$ cat config.mk
export PLATFORM = sky130hd
export DESIGN_NAME = clock_period_monitor
export DESIGN_NICKNAME = d
export VERILOG_FILES = /design/src/rtl/clock_period_monitor.sv
export SDC_FILE = /design/constraint.sdc
export NUM_CORES = 1
export LEC_CHECK = 0
export CAP_MARGIN = 20
export CORE_MARGIN = 10
export CORE_UTILIZATION = 45
export CTS_BUF_LIST = sky130_fd_sc_hd__clkbuf_8
export CTS_CLUSTER_DIAMETER = 50
export DETAILED_ROUTE_END_ITERATION = 8
export DONT_BUFFER_PORTS = 1
export GPL_TIMING_DRIVEN = 0
export PLACE_DENSITY_LB_ADDON = 0.08
export SLEW_MARGIN = 20
export SYNTH_ARGS = -nofsm -noshare
export SYNTH_HDL_FRONTEND = slang
export SYNTH_SLANG_ARGS = --single-unit
export TNS_END_PERCENT = 100
$ cat constraint.sdc
create_clock -name clk_in -period 4.2 [get_ports clk_in]
set_input_delay 0.84 -clock clk_in [delete_from_list [all_inputs] [get_ports clk_in]]
set_output_delay 0.84 -clock clk_in [all_outputs]
set_load 0.005 [all_outputs]
$ cat src/rtl/clock_period_monitor.sv
// clock_period_monitor: measures high/low phase lengths of a divided clock and tracks lock.
//   clk_in      system clock, everything sampled on posedge
//   reset       synchronous, active-high
//   clk_mon     divided clock under test, already in the clk_in domain
//   rise_pulse  one-cycle strobe after a rising edge of clk_mon
//   fall_pulse  one-cycle strobe after a falling edge of clk_mon
//   high_len    last measured high-phase length
//   low_len     last measured low-phase length
//   len_valid   one-cycle strobe when high_len or low_len was updated
//   locked      level, waveform matches CLOCKS_UP/CLOCKS_DOWN
//   error       one-cycle strobe on a mismatched capture
//   stuck       level, run counter saturated with no edge
module clock_period_monitor #(
    parameter int CLOCKS_UP      = 2,
    parameter int CLOCKS_DOWN    = 2,
    parameter int REGISTER_WIDTH = 8,
    parameter int LOCK_COUNT     = 4
) (
    input  logic                      clk_in,
    input  logic                      reset,
    input  logic                      clk_mon,
    output logic                      rise_pulse,
    output logic                      fall_pulse,
    output logic [REGISTER_WIDTH-1:0] high_len,
    output logic [REGISTER_WIDTH-1:0] low_len,
    output logic                      len_valid,
    output logic                      locked,
    output logic                      error,
    output logic                      stuck
);
    localparam int GW = $clog2(LOCK_COUNT + 1);

    typedef enum logic [1:0] {IDLE, TRACK, LOCKED} state_t;

    state_t                    state, state_n;
    logic                      mon_q;
    logic [REGISTER_WIDTH-1:0] run_cnt;
    logic [GW-1:0]             good_cnt, good_n;
    logic                      edge_seen, sat, capture, match;
    logic                      locked_n, error_n, stuck_n;

    assign edge_seen = clk_mon != mon_q;
    assign sat       = &run_cnt;
    // IDLE skips the capture: the phase before the first edge is partial
    assign capture   = edge_seen && state != IDLE;
    // a rising edge ends a low phase, a falling edge ends a high phase
    assign match     = clk_mon ? run_cnt == REGISTER_WIDTH'(CLOCKS_DOWN)
                               : run_cnt == REGISTER_WIDTH'(CLOCKS_UP);

    always_comb begin
        state_n  = state;
        good_n   = good_cnt;
        locked_n = locked;
        error_n  = 1'b0;
        stuck_n  = stuck;
        if (edge_seen) begin
            stuck_n = 1'b0;
            if (state == IDLE) begin
                state_n = TRACK;
            end else if (!match) begin
                good_n   = '0;
                locked_n = 1'b0;
                error_n  = 1'b1;
                state_n  = TRACK;
            end else if (state == TRACK) begin
                good_n = good_cnt + GW'(1);
                if (good_n == GW'(LOCK_COUNT)) begin
                    locked_n = 1'b1;
                    state_n  = LOCKED;
                end
            end
        end else if (sat) begin
            stuck_n  = 1'b1;
            locked_n = 1'b0;
            good_n   = '0;
            state_n  = IDLE;
        end
    end

    always_ff @(posedge clk_in) begin
        if (reset) begin
            state      <= IDLE;
            mon_q      <= 1'b0;
            run_cnt    <= '0;
            good_cnt   <= '0;
            rise_pulse <= 1'b0;
            fall_pulse <= 1'b0;
            high_len   <= '0;
            low_len    <= '0;
            len_valid  <= 1'b0;
            locked     <= 1'b0;
            error      <= 1'b0;
            stuck      <= 1'b0;
        end else begin
            state      <= state_n;
            mon_q      <= clk_mon;
            run_cnt    <= edge_seen ? REGISTER_WIDTH'(1) : sat ? run_cnt : run_cnt + REGISTER_WIDTH'(1);
            good_cnt   <= good_n;
            rise_pulse <= edge_seen & clk_mon;
            fall_pulse <= edge_seen & ~clk_mon;
            len_valid  <= capture;
            locked     <= locked_n;
            error      <= error_n;
            stuck      <= stuck_n;
            if (capture && !clk_mon) high_len <= run_cnt;
            if (capture && clk_mon) low_len <= run_cnt;
        end
    end
endmodule

==> metrics.cfg, run 1 <==
[cells_and_area]
drive_above_1_share_pct = 10.94
fin_nets = 200
num_antenna_cells = 0
area_growth_pct = 10.18
layoutNonFillerInstCount = 238

[power_and_ir_drop]
p_int_w = 0.0005379
power_frac_seq_pct = 51.1
clkPwrFrac_pct = 42.2
p_per_area_nw_per_um2 = 387.4
swShare_pct = 22.34
p_leak_nw = 0.6692
ir_drop_uv = 210.3
p_sw_w = 0.0001547
comb_power_share_pct = 6.7

[yosys]
syn_inst = 184
synth-edff-count = 0
ys_seq_elements = 36
synthTopCellsByArea = dfxtp_1 44%, a21oi_1 6.5%, nand2_1 5.3%
yosysWarnings = 0
postSynthAreaPerCell_um2 = 8.820
netlist_area_um2 = 1623
synth_cell_type_count = 38
ys_seq_area_share_pct = 44.41
yosys.area.top_type = dfxtp_1
synth_flop_cell = dfxtp_1
synth_nets = 193
async_flop_share_pct = 0
synth.top_cell.area_share_pct = 44.41

[sta]
finalHoldViolations = 0
max_slew.worst_pin.slew_ps = 479.0
finalCriticalPeriod_ps = 2666
rsz0062_at_grt = false
maxSlewViolCount = 0
setup_ws_ps = 1534
tns_ps = 0
max_freq_mhz = 375.2
slew_headroom_pct = 68.07
hold_slack_ps = 478.7
skew_ps = 4.760
fin_crit_sh_pct = 63.47
setup_viol = 0

[clocking]
cts_tree = done
clkLatencyLatePin_ps = 280
cts.reportedPaths.clkPinSlew_ps = 70
h-tree-depth = 2
numCtsBuffers = 5
post-cts-setup-buffers = 0
cts_hold_buf = 0
clkSinkCount = 36
clockBufferDepth = 2
cts-root-buf = clkbuf_8
cts_resized = 0

[global_route]
grt_max_degree = 12
gr-total-overflow = 0
grt_pass1_vias = 1208
grt_pass1_wl_um = 5954
track_usage_pct = 11.38
antenna_found_initial = 0

[worst_setup_path]
cpPeakStageDelay_ps = 430
critPathRequiredTime_ps = 4400
critPathLaunchType = primary input
reg2reg_to = locked
r2r_setup_slack_ps = 2240
timing.rr.start = mon_q
critPathSlowestCell = ha_1
cp-end-kind = register
crit_fanout = 9
r2r_cells = 6
critPathKind = primary input to register
worst_ep_arrival_time_ps = 2870
crit_path_cell_trace = clkbuf_1, inv_1, ha_1, o21ba_2, clkbuf_1, a31oi_1, nand3b_1, a211oi_1
cp_common_cell = clkbuf_1

[die]
rows = 21
die_area_um2 = 6408
die_w_um = 80.05
core-area_um2 = 3416
ios = 25
start_util_pct = 47.51
die_y_um = 80.05

[run]
drv_cap = 0

[routing]
firstDrtPassIters = 4
first_iter_violations = 79
vias = 1294
post_drt_wl_per_cell_um = 14.63
routed_via_density = 5.437
drcViolationCount = 0
ant_nets = 0
drt_wl_total_um = 3482

[place]
dp_slack_ps = 1257
place_inst = 230
io_buffers = 0
dp_hpwl_um = 2564
globalplace.congestion = 0.7826

[worst_hold_path]
hold_start = locked
min_to = locked
min_path_cells = 2
hold_class = register to register

[run_status]
status = finished, final reports clean

[metal layers]
metal  share of wire, %  up-vias  track usage, %
li1                   -      655               -
met1                 44      608           13.60
met2                 50       29           19.10
met3                6.3        2           4.900
met4               0.23        0           1.056
met5                  0        -               0
[worst max path at each step]
stage | from | end | slack, ps | cells after the start
5_1_grt | clk_mon | locked | 1320 | 8
6_report | clk_mon | locked | 1530 | 8
3_5_place_dp | clk_mon | locked | 1260 | 8
2_1_floorplan | clk_mon | locked | 1630 | 8
4_1_cts | clk_mon | locked | 1550 | 8
3_3_place_gp | clk_mon | locked | 1250 | 8
[cells by family (layout without fill, tap and decap cells)]
family | after synthesis | count (layout) | share of synthesized area, %
AND/OR/NAND/NOR | 68 | 68 | 21.43
AO/OA/AOI/OAI | 49 | 49 | 18.04
adder cells (fa/ha/maj) | 6 | 6 | 4.626
XOR/XNOR | 3 | 3 | 1.619
flip-flops | 36 | 36 | 44.41
buffers and inverters | 20 | 28 | 8.634
multiplexers | 2 | 2 | 1.234
[worst max-delay path, delay by kind of cell]
kind | cells | cell delay (ps)
AO/OA/AOI/OAI | 3 | 660
buffers and inverters | 3 | 720
AND/OR/NAND/NOR | 1 | 220
adder cells (fa/ha/maj) | 1 | 430
[flip-flops by register name, summed over array words and instances (netlist names)]
register    cells
fall_pulse      1
good_cnt        3
low_len         8
rise_pulse      1
state           2
len_valid       1
error           1
mon_q           1
locked          1
stuck           1
run_cnt         8
high_len        8
[through the flow]
step	cell area (µm²)	utilization, %	total power, W
2_1_floorplan	1623	-	0.0003961
4_1_cts	1788	52.34	0.0006974
5_1_grt	1788	52.34	0.0007220
3_5_place_dp	1680	49.19	0.0004081
6_report	1788	52.34	0.0006926
3_3_place_gp	1680	49.19	0.0004072
[synthesized netlist by cell type, types with 2 or more instances]
library cell / count
mux2i_1: 2
buf_6: 3
inv_1: 5
a311oi_1: 2
dfxtp_1: 36
a21oi_1: 21
a31oi_1: 8
nand2_1: 23
ha_1: 6
nand3_1: 14
nor2b_1: 2
clkbuf_1: 5
a211oi_1: 3
xnor2_1: 2
nand3b_1: 2
clkbuf_8: 4
nor3_1: 3
o21ai_0: 9
o21bai_1: 2
nand2b_1: 3
nor2_1: 12
[placed cells by master (no fill, tap or decap), types with 2 or more instances in the layout]
cell / instances
clkbuf_8: 9
nand2_1: 23
nand3b_1: 2
xnor2_1: 2
nor3_1: 3
nand3_1: 14
a211oi_1: 3
nor2_1: 12
nor2b_1: 2
nand2b_1: 3
buf_6: 3
a21oi_1: 21
o21ai_0: 9
ha_1: 6
o21bai_1: 2
dfxtp_1: 36
a31oi_1: 8
clkbuf_1: 5
inv_1: 6
mux2i_1: 2
a311oi_1: 2
[power by group through the flow]
stage,combinational (W),sequential (W),clock [W]
CTS,0.0000464,0.000354,0.000297
finish,0.0000461,0.000354,0.000293
floorplan,0.0000362,0.000360,0
global route,0.0000526,0.000355,0.000314
global placement,0.0000454,0.000362,0
detailed placement,0.0000461,0.000362,0
[area by class of cell]
class	count	area (µm²)
buffer	15	121.4
clock buffer	5	68.82
clock inverter	3	38.79
fill	330	1628
inverter	5	18.77
multi-input combinational	128	762.0
sequential	36	720.7
tap	46	57.56
No activity file was read; power rests on OpenSTA's default activity.
==> run 2: changes to the inputs <==
clock period = 2.3 ns   (was 4.2 ns; I/O delays follow)
==> run 2 against run 1 <==
  * Worst hold slack worse by 110 ps
  * Largest cell class unchanged
  * Core utilization down 0.11 points
  * Sequential share of layout area up 0.085 points
  * Power up 82%
  * Non-clock buffer count down 1
  * Die area unchanged
  * Worst setup slack worse by 1300 ps
  * Count of clock-buffer cells in the layout unchanged
  * Final area down 0.21%
  * Register-to-register slack worse by 1700 ps
  * Sequential power up 82%
  * Routed wire length up 0.20%
==> metrics.cfg, run 2 (synthesis gave the netlist of run 1 again) <==
[worst_setup_path]
worst_ep_arrival_time_ps = 2310  ; -560 ps
worst-path-buf-inv = 2  ; -1
critPathLaunchType = primary input
critPathRequiredTime_ps = 2500  ; -1900 ps
crit_family = compound AO/OA/AOI/OAI gates
critPathKind = primary input to register
crit_fanout = 9  ; unchanged
cpPeakStageDelay_ps = 460  ; +30 ps
critPathSlowestCell = ha_1
crit_path_cell_trace = clkbuf_1, inv_1, ha_1, o21ba_2, a31oi_1, a21oi_1, a211oi_1
cp-end-kind = register

[worst_hold_path]
hold_class = primary input to register

[sta]
max_slew.worst_pin.slew_ps = 474.2  ; -4.770 ps
finalCriticalPeriod_ps = 2113
skew_ps = 4.851  ; +0.09104 ps
max_freq_mhz = 473.2
setup_viol = 0  ; unchanged
slew_headroom_pct = 68.39  ; +0.32 points
maxSlewViolCount = 0  ; unchanged
fin_crit_sh_pct = 91.87
tns_ps = 0  ; unchanged
finalHoldViolations = 0  ; unchanged
rsz0062_at_grt = false

[cells_and_area]
num_antenna_cells = 0  ; unchanged
mostFrequentLayoutCells = 36 x dfxtp_1, 23 x nand2_1, 21 x a21oi_1
fin_util_pct = 52.23  ; -0.11 points
final_common_cell = dfxtp_1
fin_nets = 199  ; -0.50%
stdcell_area_um2 = 1784  ; -0.21%
drive_above_1_share_pct = 10.99  ; +0.057 points
reg_top3 = high_len: 8 flops, low_len: 8 flops, run_cnt: 8 flops
area_growth_pct = 9.946

[global_route]
track_usage_pct = 11.38  ; unchanged
gr-total-overflow = 0  ; unchanged
grt_pass1_vias = 1208  ; unchanged
grt_pass1_wl_um = 5954  ; unchanged
antenna_found_initial = 0  ; unchanged
grt_max_degree = 12  ; unchanged

[die]
die_area_um2 = 6408  ; unchanged
die_w_um = 80.05  ; unchanged
rows = 21  ; unchanged
core-area_um2 = 3416  ; unchanged
die_y_um = 80.05  ; unchanged
ios = 25  ; unchanged
start_util_pct = 47.51  ; unchanged

[clocking]
clkSinkCount = 36  ; unchanged
cts_hold_buf = 0  ; unchanged
clkLatencyLatePin_ps = 280  ; about the same
h-tree-depth = 2  ; unchanged
clockBufferDepth = 2  ; unchanged
cts_tree = done
cts_resized = 0  ; unchanged
numCtsBuffers = 5  ; unchanged
post-cts-setup-buffers = 0  ; unchanged
cts-root-buf = clkbuf_8
cts.reportedPaths.clkPinSlew_ps = 70  ; about the same

[power_and_ir_drop]
ir_drop_uv = 383.7  ; +82%
fin_total_pwr_w = 0.001263  ; +82%
p_per_area_nw_per_um2 = 708.0  ; +83%
p_leak_nw = 0.6680  ; -0.18%

[place]
io_buffers = 0  ; unchanged
post_dp_cell_area_um2 = 1680  ; unchanged
dp_hpwl_um = 2564  ; unchanged
globalplace.congestion = 0.7826  ; unchanged

[run]
drv_cap = 0  ; unchanged

[run_status]
status = finished, final reports clean

[routing]
firstDrtPassIters = 4  ; unchanged
routed_via_density = 5.414  ; -0.43%
post_drt_wl_per_cell_um = 14.72  ; +0.62%
drt_wl_total_um = 3489  ; +0.20%
vias = 1283  ; -0.85%
first_iter_violations = 65  ; -18%
drcViolationCount = 0  ; unchanged
ant_nets = 0  ; unchanged

[run 2: cell type report]
cell class                 count  area, µm²
clock buffer                   5      68.82
inverter                       5      18.77
clock inverter                 3      38.79
fill                         330       1632
multi-input combinational    128      762.0
tap                           46      57.56
sequential                    36      720.7
buffer                        14      117.6
[run 2: power by group]
part	switching [W]	leakage [nW]	internal, W
Combinational	0.0000535	0.317	0.0000302
Sequential	0.0000120	0.292	0.000635
Clock	0.000216	0.0593	0.000317
[run 2: final timing paths]
path,cells after the start,from,to,slack [ps]
min reg2reg,2,locked,locked,480
min,2,reset,state[0],370
max,7,clk_mon,good_cnt[0],190
max reg2reg,5,mon_q,good_cnt[0],500
[run 2: per-layer routing]
layer	part of all wire (%)	vias to the layer above	global-route usage [%]
met4	0.23	0	1.056
met2	50	24	19.10
met1	44	605	13.60
met3	6.2	2	4.900
met5	0	-	0
li1	-	652	-
[run 2: through the flow]
stage	setup WS [ps]	std cells	hold slack (ps)
after global placement	-274.9	230	469.3
after global routing	49.10	237	360.9
after floorplan	110.3	184	442.1
after CTS	25.34	238	370.4
final	186.9	237	371.9
after detailed placement	-263.4	230	476.0
